==> src/rtl/poly_voice_mixer.sv <==
// Polyphonic voice allocator (retrigger / lowest-free / oldest-steal) feeding a
// sequential one-voice-per-cycle mixer with fixed or active-count normalisation.

module poly_voice_slot #(
    parameter int              RATE_WIDTH = 24,
    parameter int              AGE_W      = 2,
    parameter logic [AGE_W-1:0] AGE_MAX   = '1
) (
    input  logic                  clk_in,
    input  logic                  rst_in,
    input  logic                  load,
    input  logic                  age_inc,
    input  logic                  off,
    input  logic [6:0]            new_note,
    input  logic [RATE_WIDTH-1:0] new_rate,
    output logic                  active,
    output logic [6:0]            note,
    output logic [RATE_WIDTH-1:0] rate,
    output logic [AGE_W-1:0]      age
);
    always_ff @(posedge clk_in) begin
        if (rst_in) begin
            active <= 1'b0;
            note   <= '0;
            rate   <= '0;
            age    <= '0;
        end else if (load) begin
            active <= 1'b1;
            note   <= new_note;
            rate   <= new_rate;
            age    <= '0;
        end else begin
            // note-off keeps the rate so the oscillator can release on it
            if (off) active <= 1'b0;
            if (age_inc && age != AGE_MAX) age <= age + AGE_W'(1);
        end
    end
endmodule

module poly_voice_mixer #(
    parameter int NUM_VOICES   = 4,
    parameter int SAMPLE_WIDTH = 16,
    parameter int RATE_WIDTH   = 24,
    parameter int NORM_MODE    = 0
) (
    input  logic                             clk_in,
    input  logic                             rst_in,
    input  logic                             note_valid_in,
    input  logic                             note_on_in,
    input  logic [6:0]                       note_num_in,
    input  logic [RATE_WIDTH-1:0]            rate_in,
    input  logic [NUM_VOICES*SAMPLE_WIDTH-1:0] samples_in,
    input  logic                             sample_tick_in,
    output logic [NUM_VOICES-1:0]            voice_on_out,
    output logic [NUM_VOICES*RATE_WIDTH-1:0] voice_rate_out,
    output logic [SAMPLE_WIDTH-1:0]          mix_out,
    output logic                             mix_valid_out,
    output logic                             busy_out
);
    localparam int IDX_W = $clog2(NUM_VOICES);
    localparam int ACC_W = SAMPLE_WIDTH + IDX_W;
    localparam int CNT_W = $clog2(NUM_VOICES + 1);
    localparam int SH_W  = $clog2(IDX_W + 1);
    localparam logic [IDX_W-1:0]        AGE_MAX = IDX_W'(NUM_VOICES - 1);
    localparam logic [IDX_W-1:0]        LAST    = IDX_W'(NUM_VOICES - 1);
    localparam logic signed [ACC_W-1:0] SAT_MAX = ACC_W'((1 << (SAMPLE_WIDTH - 1)) - 1);
    localparam logic signed [ACC_W-1:0] SAT_MIN = ~SAT_MAX;

    typedef enum logic [1:0] {IDLE, ACCUM, NORM, OUT} state_t;

    logic [NUM_VOICES-1:0]                 v_on, v_load, v_age_inc, v_off, v_match;
    logic [NUM_VOICES-1:0][6:0]            v_note;
    logic [NUM_VOICES-1:0][RATE_WIDTH-1:0] v_rate;
    logic [NUM_VOICES-1:0][IDX_W-1:0]      v_age;
    logic [IDX_W-1:0]                      tgt, best_age;
    logic                                  found, note_on_ev, note_off_ev;

    assign note_on_ev  = note_valid_in && note_on_in;
    assign note_off_ev = note_valid_in && !note_on_in;

    // target priority: retrigger match, then lowest free, then oldest (lowest index on tie)
    always_comb begin
        v_match   = '0;
        v_load    = '0;
        v_age_inc = '0;
        v_off     = '0;
        tgt       = '0;
        found     = 1'b0;
        best_age  = '0;
        for (int i = 0; i < NUM_VOICES; i++)
            v_match[i] = v_on[i] && (v_note[i] == note_num_in);
        for (int i = 0; i < NUM_VOICES; i++)
            if (v_match[i] && !found) begin
                tgt   = IDX_W'(i);
                found = 1'b1;
            end
        for (int i = 0; i < NUM_VOICES; i++)
            if (!v_on[i] && !found) begin
                tgt   = IDX_W'(i);
                found = 1'b1;
            end
        if (!found) begin
            best_age = v_age[0];
            for (int i = 1; i < NUM_VOICES; i++)
                if (v_age[i] > best_age) begin
                    best_age = v_age[i];
                    tgt      = IDX_W'(i);
                end
        end
        for (int i = 0; i < NUM_VOICES; i++) begin
            v_load[i]    = note_on_ev && (tgt == IDX_W'(i));
            v_age_inc[i] = note_on_ev && v_on[i] && (tgt != IDX_W'(i));
            v_off[i]     = note_off_ev && v_match[i];
        end
    end

    for (genvar g = 0; g < NUM_VOICES; g++) begin : g_voice
        poly_voice_slot #(
            .RATE_WIDTH (RATE_WIDTH),
            .AGE_W      (IDX_W),
            .AGE_MAX    (AGE_MAX)
        ) u_slot (
            .clk_in   (clk_in),
            .rst_in   (rst_in),
            .load     (v_load[g]),
            .age_inc  (v_age_inc[g]),
            .off      (v_off[g]),
            .new_note (note_num_in),
            .new_rate (rate_in),
            .active   (v_on[g]),
            .note     (v_note[g]),
            .rate     (v_rate[g]),
            .age      (v_age[g])
        );
    end

    assign voice_on_out   = v_on;
    assign voice_rate_out = v_rate;

    state_t                                  state, state_nxt;
    logic [NUM_VOICES-1:0]                   mask_q;
    logic [NUM_VOICES-1:0][SAMPLE_WIDTH-1:0] samp_q;
    logic [IDX_W-1:0]                        idx;
    logic signed [ACC_W-1:0]                 acc, addend, shifted;
    logic [SAMPLE_WIDTH-1:0]                 cur_samp, sat_val;
    logic [CNT_W-1:0]                        act_cnt;
    logic [SH_W-1:0]                         sh;

    function automatic logic [SH_W-1:0] ceil_log2(input logic [CNT_W-1:0] n);
        ceil_log2 = '0;
        for (int k = 0; k < IDX_W; k++)
            if ((1 << k) < int'(n)) ceil_log2 = SH_W'(k + 1);
    endfunction

    always_ff @(posedge clk_in) begin
        if (rst_in) state <= IDLE;
        else        state <= state_nxt;
    end

    always_comb begin
        state_nxt = state;
        busy_out  = (state != IDLE);
        case (state)
            IDLE:    if (sample_tick_in) state_nxt = ACCUM;
            ACCUM:   if (idx == LAST) state_nxt = NORM;
            NORM:    state_nxt = OUT;
            OUT:     state_nxt = IDLE;
            default: state_nxt = IDLE;
        endcase
    end

    always_comb begin
        cur_samp = samp_q[idx];
        addend   = mask_q[idx] ? {{IDX_W{cur_samp[SAMPLE_WIDTH-1]}}, cur_samp} : '0;
        act_cnt  = '0;
        for (int i = 0; i < NUM_VOICES; i++)
            act_cnt = act_cnt + CNT_W'(mask_q[i]);
        if (NORM_MODE == 0) sh = SH_W'(IDX_W);
        else                sh = ceil_log2(act_cnt);
        shifted = acc >>> sh;
        if (shifted > SAT_MAX)      sat_val = SAT_MAX[SAMPLE_WIDTH-1:0];
        else if (shifted < SAT_MIN) sat_val = SAT_MIN[SAMPLE_WIDTH-1:0];
        else                        sat_val = shifted[SAMPLE_WIDTH-1:0];
    end

    // the mask is taken from registered voice state, so a coincident note event is excluded
    always_ff @(posedge clk_in) begin
        if (rst_in) begin
            mask_q        <= '0;
            samp_q        <= '0;
            idx           <= '0;
            acc           <= '0;
            mix_out       <= '0;
            mix_valid_out <= 1'b0;
        end else begin
            mix_valid_out <= 1'b0;
            case (state)
                IDLE: if (sample_tick_in) begin
                    mask_q <= v_on;
                    samp_q <= samples_in;
                    idx    <= '0;
                    acc    <= '0;
                end
                ACCUM: begin
                    acc <= acc + addend;
                    idx <= idx + IDX_W'(1);
                end
                NORM: begin
                    mix_out       <= sat_val;
                    mix_valid_out <= 1'b1;
                end
                default: ;
            endcase
        end
    end
endmodule

==> config.mk <==
export PLATFORM = sky130hd
export DESIGN_NAME = poly_voice_mixer
export DESIGN_NICKNAME = d
export VERILOG_FILES = /design/src/rtl/poly_voice_mixer.sv
export SDC_FILE = /design/constraint.sdc
export NUM_CORES = 1
export LEC_CHECK = 0
export CORE_ASPECT_RATIO = 1.25
export CORE_MARGIN = 5
export CORE_UTILIZATION = 45
export CTS_BUF_LIST = sky130_fd_sc_hd__clkbuf_16
export DETAILED_ROUTE_END_ITERATION = 10
export GPL_TIMING_DRIVEN = 0
export MAX_ROUTING_LAYER = met4
export PLACE_DENSITY = 0.69
export SKIP_CTS_REPAIR_TIMING = 1
export SLEW_MARGIN = 25
export SYNTH_ARGS = -nofsm -noshare
export SYNTH_HDL_FRONTEND = slang
export SYNTH_SLANG_ARGS = --single-unit
==> constraint.sdc <==
create_clock -name clk_in -period 6.2 [get_ports clk_in]
set_clock_uncertainty 0.1 [all_clocks]
set_input_delay 1.86 -clock clk_in [delete_from_list [all_inputs] [get_ports clk_in]]
set_output_delay 1.86 -clock clk_in [all_outputs]
set_load 0.01 [all_outputs]
==> results of run 1 <==
[per-layer routing]
layer  up-vias  global-route usage [%]  part of all wire (%)
met2       257                    39.4                    49
met1      4138                    25.1                    40
met3        57                    8.04                   8.7
li1       4277                       -                     -
met4         0                    5.56                   2.5
met5         -                       -                     0
[worst reg2reg max path, stage by stage (launching register included)]
cell      delay (ns)
dfxtp_1         0.34
buf_2           0.35
buf_1           0.68
mux4_2          0.62
nor2b_1         0.15
ha_1            0.23
fa_1            0.41
a21o_1          0.18
a21o_1          0.21
a211oi_1        0.28
o21ai_0         0.18
a31o_2          0.33
a41oi_1         0.28
xnor2_1         0.11
a22o_1          0.20
[cells by family after synthesis]
family	count (synthesis)	share of synthesized area, %
adder cells (fa/ha/maj)	34	4.07
AO/OA/AOI/OAI	155	9.29
multiplexers	160	17.0
flip-flops	243	45.7
XOR/XNOR	45	3.71
AND/OR/NAND/NOR	383	15.6
buffers and inverters	103	4.58
[report_power, final]
part,internal (mW),switching (mW)
Sequential,1.67,0.0619
Clock,0.769,0.611
Combinational,0.312,0.448
Total,2.75,1.12
[path summary, 6_finish.rpt]
kind / startpoint / end / slack (ns) / depth (start not counted)
max: idx[0] / acc[16] / 1.44 / 14
max reg2reg: idx[0] / acc[16] / 1.44 / 14
min: samp_q[62] / samp_q[62] / 0.35 / 2
min reg2reg: samp_q[62] / samp_q[62] / 0.35 / 2
[sequential cells by signal, indices dropped and copies added (netlist names)]
signal                 flops
g_voice.u_slot.rate       96
samp_q                    64
g_voice.u_slot.note       28
acc                       18
mix_out                   16
g_voice.u_slot.age         8
g_voice.u_slot.active      4
mask_q                     4
idx                        2
state                      2
mix_valid_out              1
[layout by cell type (no fill, tap or decap), drive strengths merged, types with 31 or more instances in the layout]
cell	count
dfxtp	243
nand2	158
ha	33
a21oi	92
inv	31
xor2	32
clkdlybuf4s50	209
clkbuf	70
nor2	156
mux2i	140
buf	33
[through the flow]
step	std cells	total power, mW	instance area, um^2	utilization (%)	setup slack, ns
floorplan	1123	2.24	10600	-	2.09
global placement	1624	2.52	13100	55.7	1.40
detailed placement	1624	2.53	13100	55.7	1.44
CTS	1667	3.91	13800	58.9	1.37
global route	1668	4.05	13800	58.9	1.15
finish	1668	3.87	13800	58.9	1.44
[final cells by class]
cell class / count / area (um^2)
fill: 2098 / 9660
multi-input combinational: 777 / 5280
sequential: 243 / 4860
timing repair buffer: 209 / 2090
clock buffer: 25 / 626
buffer: 78 / 393
tap: 292 / 365
clock inverter: 18 / 108
inverter: 25 / 93.8
antenna: 1 / 2.50
==> impl_metrics.py, run 1 <==
metrics = {
    "drt": {
        "ant_nets": 0,
        "vias": 8729,
        "dr.pass1.iters": 5,
        "drc": 0,
        "wl_per_cell_um": 18.3,
        "drt-total-wl_um": 30500,
        "drtIter0Drc": 283,
        "viasPerCell": 5.23,
    },
    "floorplan": {
        "rows": 63,
        "die_area_um2": 26800,
        "num_io_pins": 218,
        "start_util_pct": 45.3,
        "die-width_um": 148,
        "die_h_um": 182,
        "coreArea_um2": 23500,
    },
    "synthesis": {
        "synth_nets": 1257,
        "ys_top_cells_by_area": "dfxtp_1 (46%), mux2i_1 (13%), nand2_1 (5.5%)",
        "synth_top_area_share_pct": 45.7,
        "yosysWarnings": 0,
        "avgSynthCellArea_um2": 9.47,
        "yosys.cell_count.top_type": "dfxtp_1",
        "synth_cell_types": 60,
        "synth_edf_count": 0,
        "ys.flop_type": "dfxtp_1",
        "synthDominantAreaCellType": "dfxtp_1",
        "async_flop_share_pct": 0,
        "synth_seq_cells": 243,
        "synth_commonest_cells": "dfxtp_1 (243), nand2_1 (157), nor2_1 (154)",
        "synth_area_um2": 10600,
        "synth_cells": 1123,
        "ys_seq_area_share_pct": 45.7,
    },
    "clocking": {
        "cts.sinks": 243,
        "numCtsBuffers": 25,
        "clock_path_buffers": 3,
        "cts_root_buf": "clkbuf_16",
        "cts_tree": "built",
        "clk_latency_ns": 0.52,
        "clk_pin_slew_worst_paths_ns": 0.07,
        "h-tree-depth": 1,
    },
    "place": {
        "gp_congestion": 0.921,
        "dp_hpwl_um": 23200,
        "io_buffers": 209,
    },
    "global_route": {
        "grt_pass1_wl_um": 47700,
        "grt_max_degree": 14,
        "grt_pass1_vias": 8969,
        "grt_usage_pct": 22.8,
        "grt_overflow": 0,
        "antenna_found_initial": 1,
    },
    "setup_path": {
        "path_max_fanout": 10,
        "crit_required_ns": 6.50,
        "worst_setup_path_start_kind": "register",
        "critPathKind": "register to register",
        "path_delay_family": "compound AO/OA/AOI/OAI gates",
        "path_cells": "buf_2 -> buf_1 -> mux4_2 -> nor2b_1 -> ha_1 -> fa_1 -> a21o_1 -> a21o_1 -> a211oi_1 -> o21ai_0 -> a31o_2 -> a41oi_1 -> xnor2_1 -> a22o_1",
        "cp_slowest_stage_delay_ns": 0.68,
        "crit_path_top_delay_cell": "buf_1",
        "worstSetupEndpointType": "register",
        "worst_ep_arrival_time_ns": 5.06,
        "crit_top_cell": "a21o_1",
        "path_buf_inv": 2,
    },
    "sta": {
        "maxSlewViolCount": 0,
        "finalCriticalPeriod_ns": 4.76,
        "finalHoldViolCount": 0,
        "holdWs_ns": 0.353,
        "fin_crit_sh_pct": 76.8,
        "setup_viol": 0,
        "fmax_mhz": 210,
        "setup-tns-final_ns": 0,
        "worst_pin_slew_ns": 0.862,
        "rsz0062_at_grt": "no",
        "relSlewSlack_pct": 42.5,
    },
    "cells_and_area": {
        "drive_gt1_share_pct": 7.20,
        "area_growth_pct": 30.0,
        "nets": 1493,
    },
    "power_and_ir_drop": {
        "p_leak_nw": 5.95,
        "vdd_ir_drop_max_v": 0.000260,
        "powerDensity_nw_per_um2": 280,
    },
    "min_path": {
        "holdCritPathClass": "register to register",
    },
    "outcome": {
        "outcome": "finished, final reports clean",
    },
    "flow_run": {
        "max_cap_violations": 0,
    },
}
Note: power is estimated with default switching activity, not from simulation.
==> run 2: changes to the inputs <==
Clock period 6.2 ns to 4.4 ns, I/O delays scaled along.
==> run 2 against run 1 <==
  * Hold slack gained 0.00084 ns
  * Sequential share of layout area fell by 0.52 points
  * Clock-buffer cell count stayed put
  * First-iteration DRC count increased by 26%
  * Die area is the same
  * Flip-flop and latch count unchanged
  * Register-to-register slack lost 1.3 ns
  * Critical endpoint is now g_voice[0].u_slot.age[0]
  * Largest cell class unchanged
==> impl_metrics.py, run 2 (synthesis results as in run 1) <==
metrics = {
    "clocking": {
        "numCtsBuffers": 25,
        "cts.sinks": 243,
        "cts_tree": "built",
        "h-tree-depth": 1,
        "clk_latency_ns": 0.53,
        "cts_root_buf": "clkbuf_16",
        "clock_path_buffers": 3,
        "clk_pin_slew_worst_paths_ns": 0.06,
    },
    "sta": {
        "setup_ws_ns": 0.184,
        "finalHoldViolCount": 0,
        "worst_pin_slew_ns": 0.863,
        "finalCriticalPeriod_ns": 4.22,
        "fin_crit_sh_pct": 95.8,
        "relSlewSlack_pct": 42.5,
        "fmax_mhz": 237,
        "setup_viol": 0,
        "maxSlewViolCount": 0,
    },
    "floorplan": {
        "die_h_um": 182,
        "rows": 63,
        "num_io_pins": 218,
        "die_area_um2": 26800,
        "die-width_um": 148,
        "coreArea_um2": 23500,
        "start_util_pct": 45.3,
    },
    "outcome": {
        "outcome": "finished, final reports clean",
    },
    "flow_run": {
        "max_cap_violations": 0,
    },
    "drt": {
        "ant_nets": 0,
        "drc": 0,
        "wl_per_cell_um": 18.3,
        "drt-total-wl_um": 30700,
        "dr.pass1.iters": 5,
        "vias": 8758,
        "drtIter0Drc": 356,
        "viasPerCell": 5.23,
    },
    "setup_path": {
        "crit_required_ns": 4.71,
        "rr_endpoint": "g_voice[0].u_slot.age[0]",
        "crit_start": "g_voice[1].u_slot.age[0]",
        "r2r_setup_slack_ns": 0.18,
        "path_buf_inv": 2,
        "path_max_fanout": 6,
        "worst_ep_arrival_time_ns": 4.52,
        "worst_setup_path_start_kind": "register",
        "r2r_cells": 20,
        "cp_slowest_stage_delay_ns": 0.38,
        "cp.depth": 20,
        "path_delay_family": "compound AO/OA/AOI/OAI gates",
        "worstSetupEndpointType": "register",
        "crit_end": "g_voice[0].u_slot.age[0]",
        "critPathKind": "register to register",
        "crit_path_top_delay_cell": "dfxtp_1",
        "r2r-start": "g_voice[1].u_slot.age[0]",
        "path_cells": "inv_1 -> ha_1 -> nand2b_4 -> o21ai_2 -> nand2_1 -> o21ai_2 -> ha_1 -> nor2b_1 -> or2_1 -> mux2_2 -> ha_1 -> nand2_1 -> o21ai_1 -> a31oi_1 -> o21ai_2 -> a31oi_4 -> buf_6 -> nor2_2 -> nor4b_4 -> mux2_2",
    },
    "global_route": {
        "grt_overflow": 0,
        "grt_pass1_vias": 8969,
        "grt_max_degree": 14,
        "antenna_found_initial": 1,
        "grt_usage_pct": 22.8,
        "grt_pass1_wl_um": 47700,
    },
    "cells_and_area": {
        "area_growth_pct": 32.0,
        "final_cell_mix": "dfxtp_1 (243), clkdlybuf4s50_1 (209), nand2_1 (157), nor2_1 (153), mux2i_1 (137)",
        "layout.cells.most_common": "dfxtp_1",
        "fin_area_um2": 14000,
        "nets": 1501,
        "drive_gt1_share_pct": 8.75,
        "largest_reg_flops": 96,
        "largest_registers": "g_voice.u_slot.rate x96, samp_q x64, g_voice.u_slot.note x28",
        "regMostFlops": "g_voice.u_slot.rate",
        "fin_util_pct": 59.7,
    },
    "place": {
        "dp_hpwl_um": 23200,
        "io_buffers": 209,
        "post-place-ws_ns": -0.357,
        "gp_congestion": 0.921,
        "place_area_um2": 13100,
    },
    "min_path": {
        "holdCritPathClass": "register to register",
        "min_from": "samp_q[6]",
    },
    "power_and_ir_drop": {
        "vdd_ir_drop_max_v": 0.000368,
        "powerDensity_nw_per_um2": 391,
        "p_leak_nw": 6.02,
    },
}
[run 2: changes by cell type in the layout (fill, tap and decap cells not counted), sizes merged]
cell    before  now
buf         33   40
clkbuf      70   71
[run 2: worst reg2reg max path, stage by stage, from the launching register on]
cell,delay (ns)
dfxtp_1,0.38
inv_1,0.09
ha_1,0.31
nand2b_4,0.09
o21ai_2,0.06
nand2_1,0.08
o21ai_2,0.07
ha_1,0.26
nor2b_1,0.18
or2_1,0.16
mux2_2,0.34
ha_1,0.27
nand2_1,0.06
o21ai_1,0.11
a31oi_1,0.24
o21ai_2,0.10
a31oi_4,0.35
buf_6,0.18
nor2_2,0.06
nor4b_4,0.26
mux2_2,0.37
[run 2: power by group]
part	switching, mW	internal [mW]	leakage, nW
clock	0.866	1.08	0.390
sequential	0.0879	2.36	1.97
combinational	0.638	0.453	3.66
total	1.59	3.89	6.02
[run 2: worst min-delay path by stage]
stage | slack [ns] | endpoint | cells after the start
6_report | 0.35 | samp_q[6] | 2
5_1_grt | 0.37 | samp_q[47] | 2
4_1_cts | 0.35 | samp_q[53] | 2
3_5_place_dp | 0.35 | samp_q[53] | 2
3_3_place_gp | 0.34 | samp_q[26] | 2
2_1_floorplan | 0.33 | samp_q[32] | 2
[run 2: stage by stage]
step / hold slack [ns] / total power, mW / std cells / setup TNS (ns)
floorplan: 0.333 / 3.16 / 1123 / 0
global placement: 0.340 / 3.55 / 1624 / -4.89
detailed placement: 0.345 / 3.57 / 1624 / -10.61
CTS: 0.354 / 5.51 / 1667 / -14.55
global route: 0.368 / 5.73 / 1676 / -0.576
finish: 0.353 / 5.49 / 1676 / 0
[run 2: cell type report]
class	count	area (um^2)
fill	2079	9460
multi-input combinational	777	5360
sequential	243	4860
timing repair buffer	218	2160
clock buffer	25	626
buffer	77	457
tap	292	365
clock inverter	18	108
inverter	25	93.8
antenna	1	2.50
[run 2: routing by layer]
layer | vias up | part of all wire (%) | GRT usage (%)
li1 | 4295 | - | -
met1 | 4135 | 39 | 25.1
met2 | 274 | 49 | 39.4
met3 | 54 | 9.4 | 8.04
met4 | 0 | 2.4 | 5.56
met5 | - | 0 | -
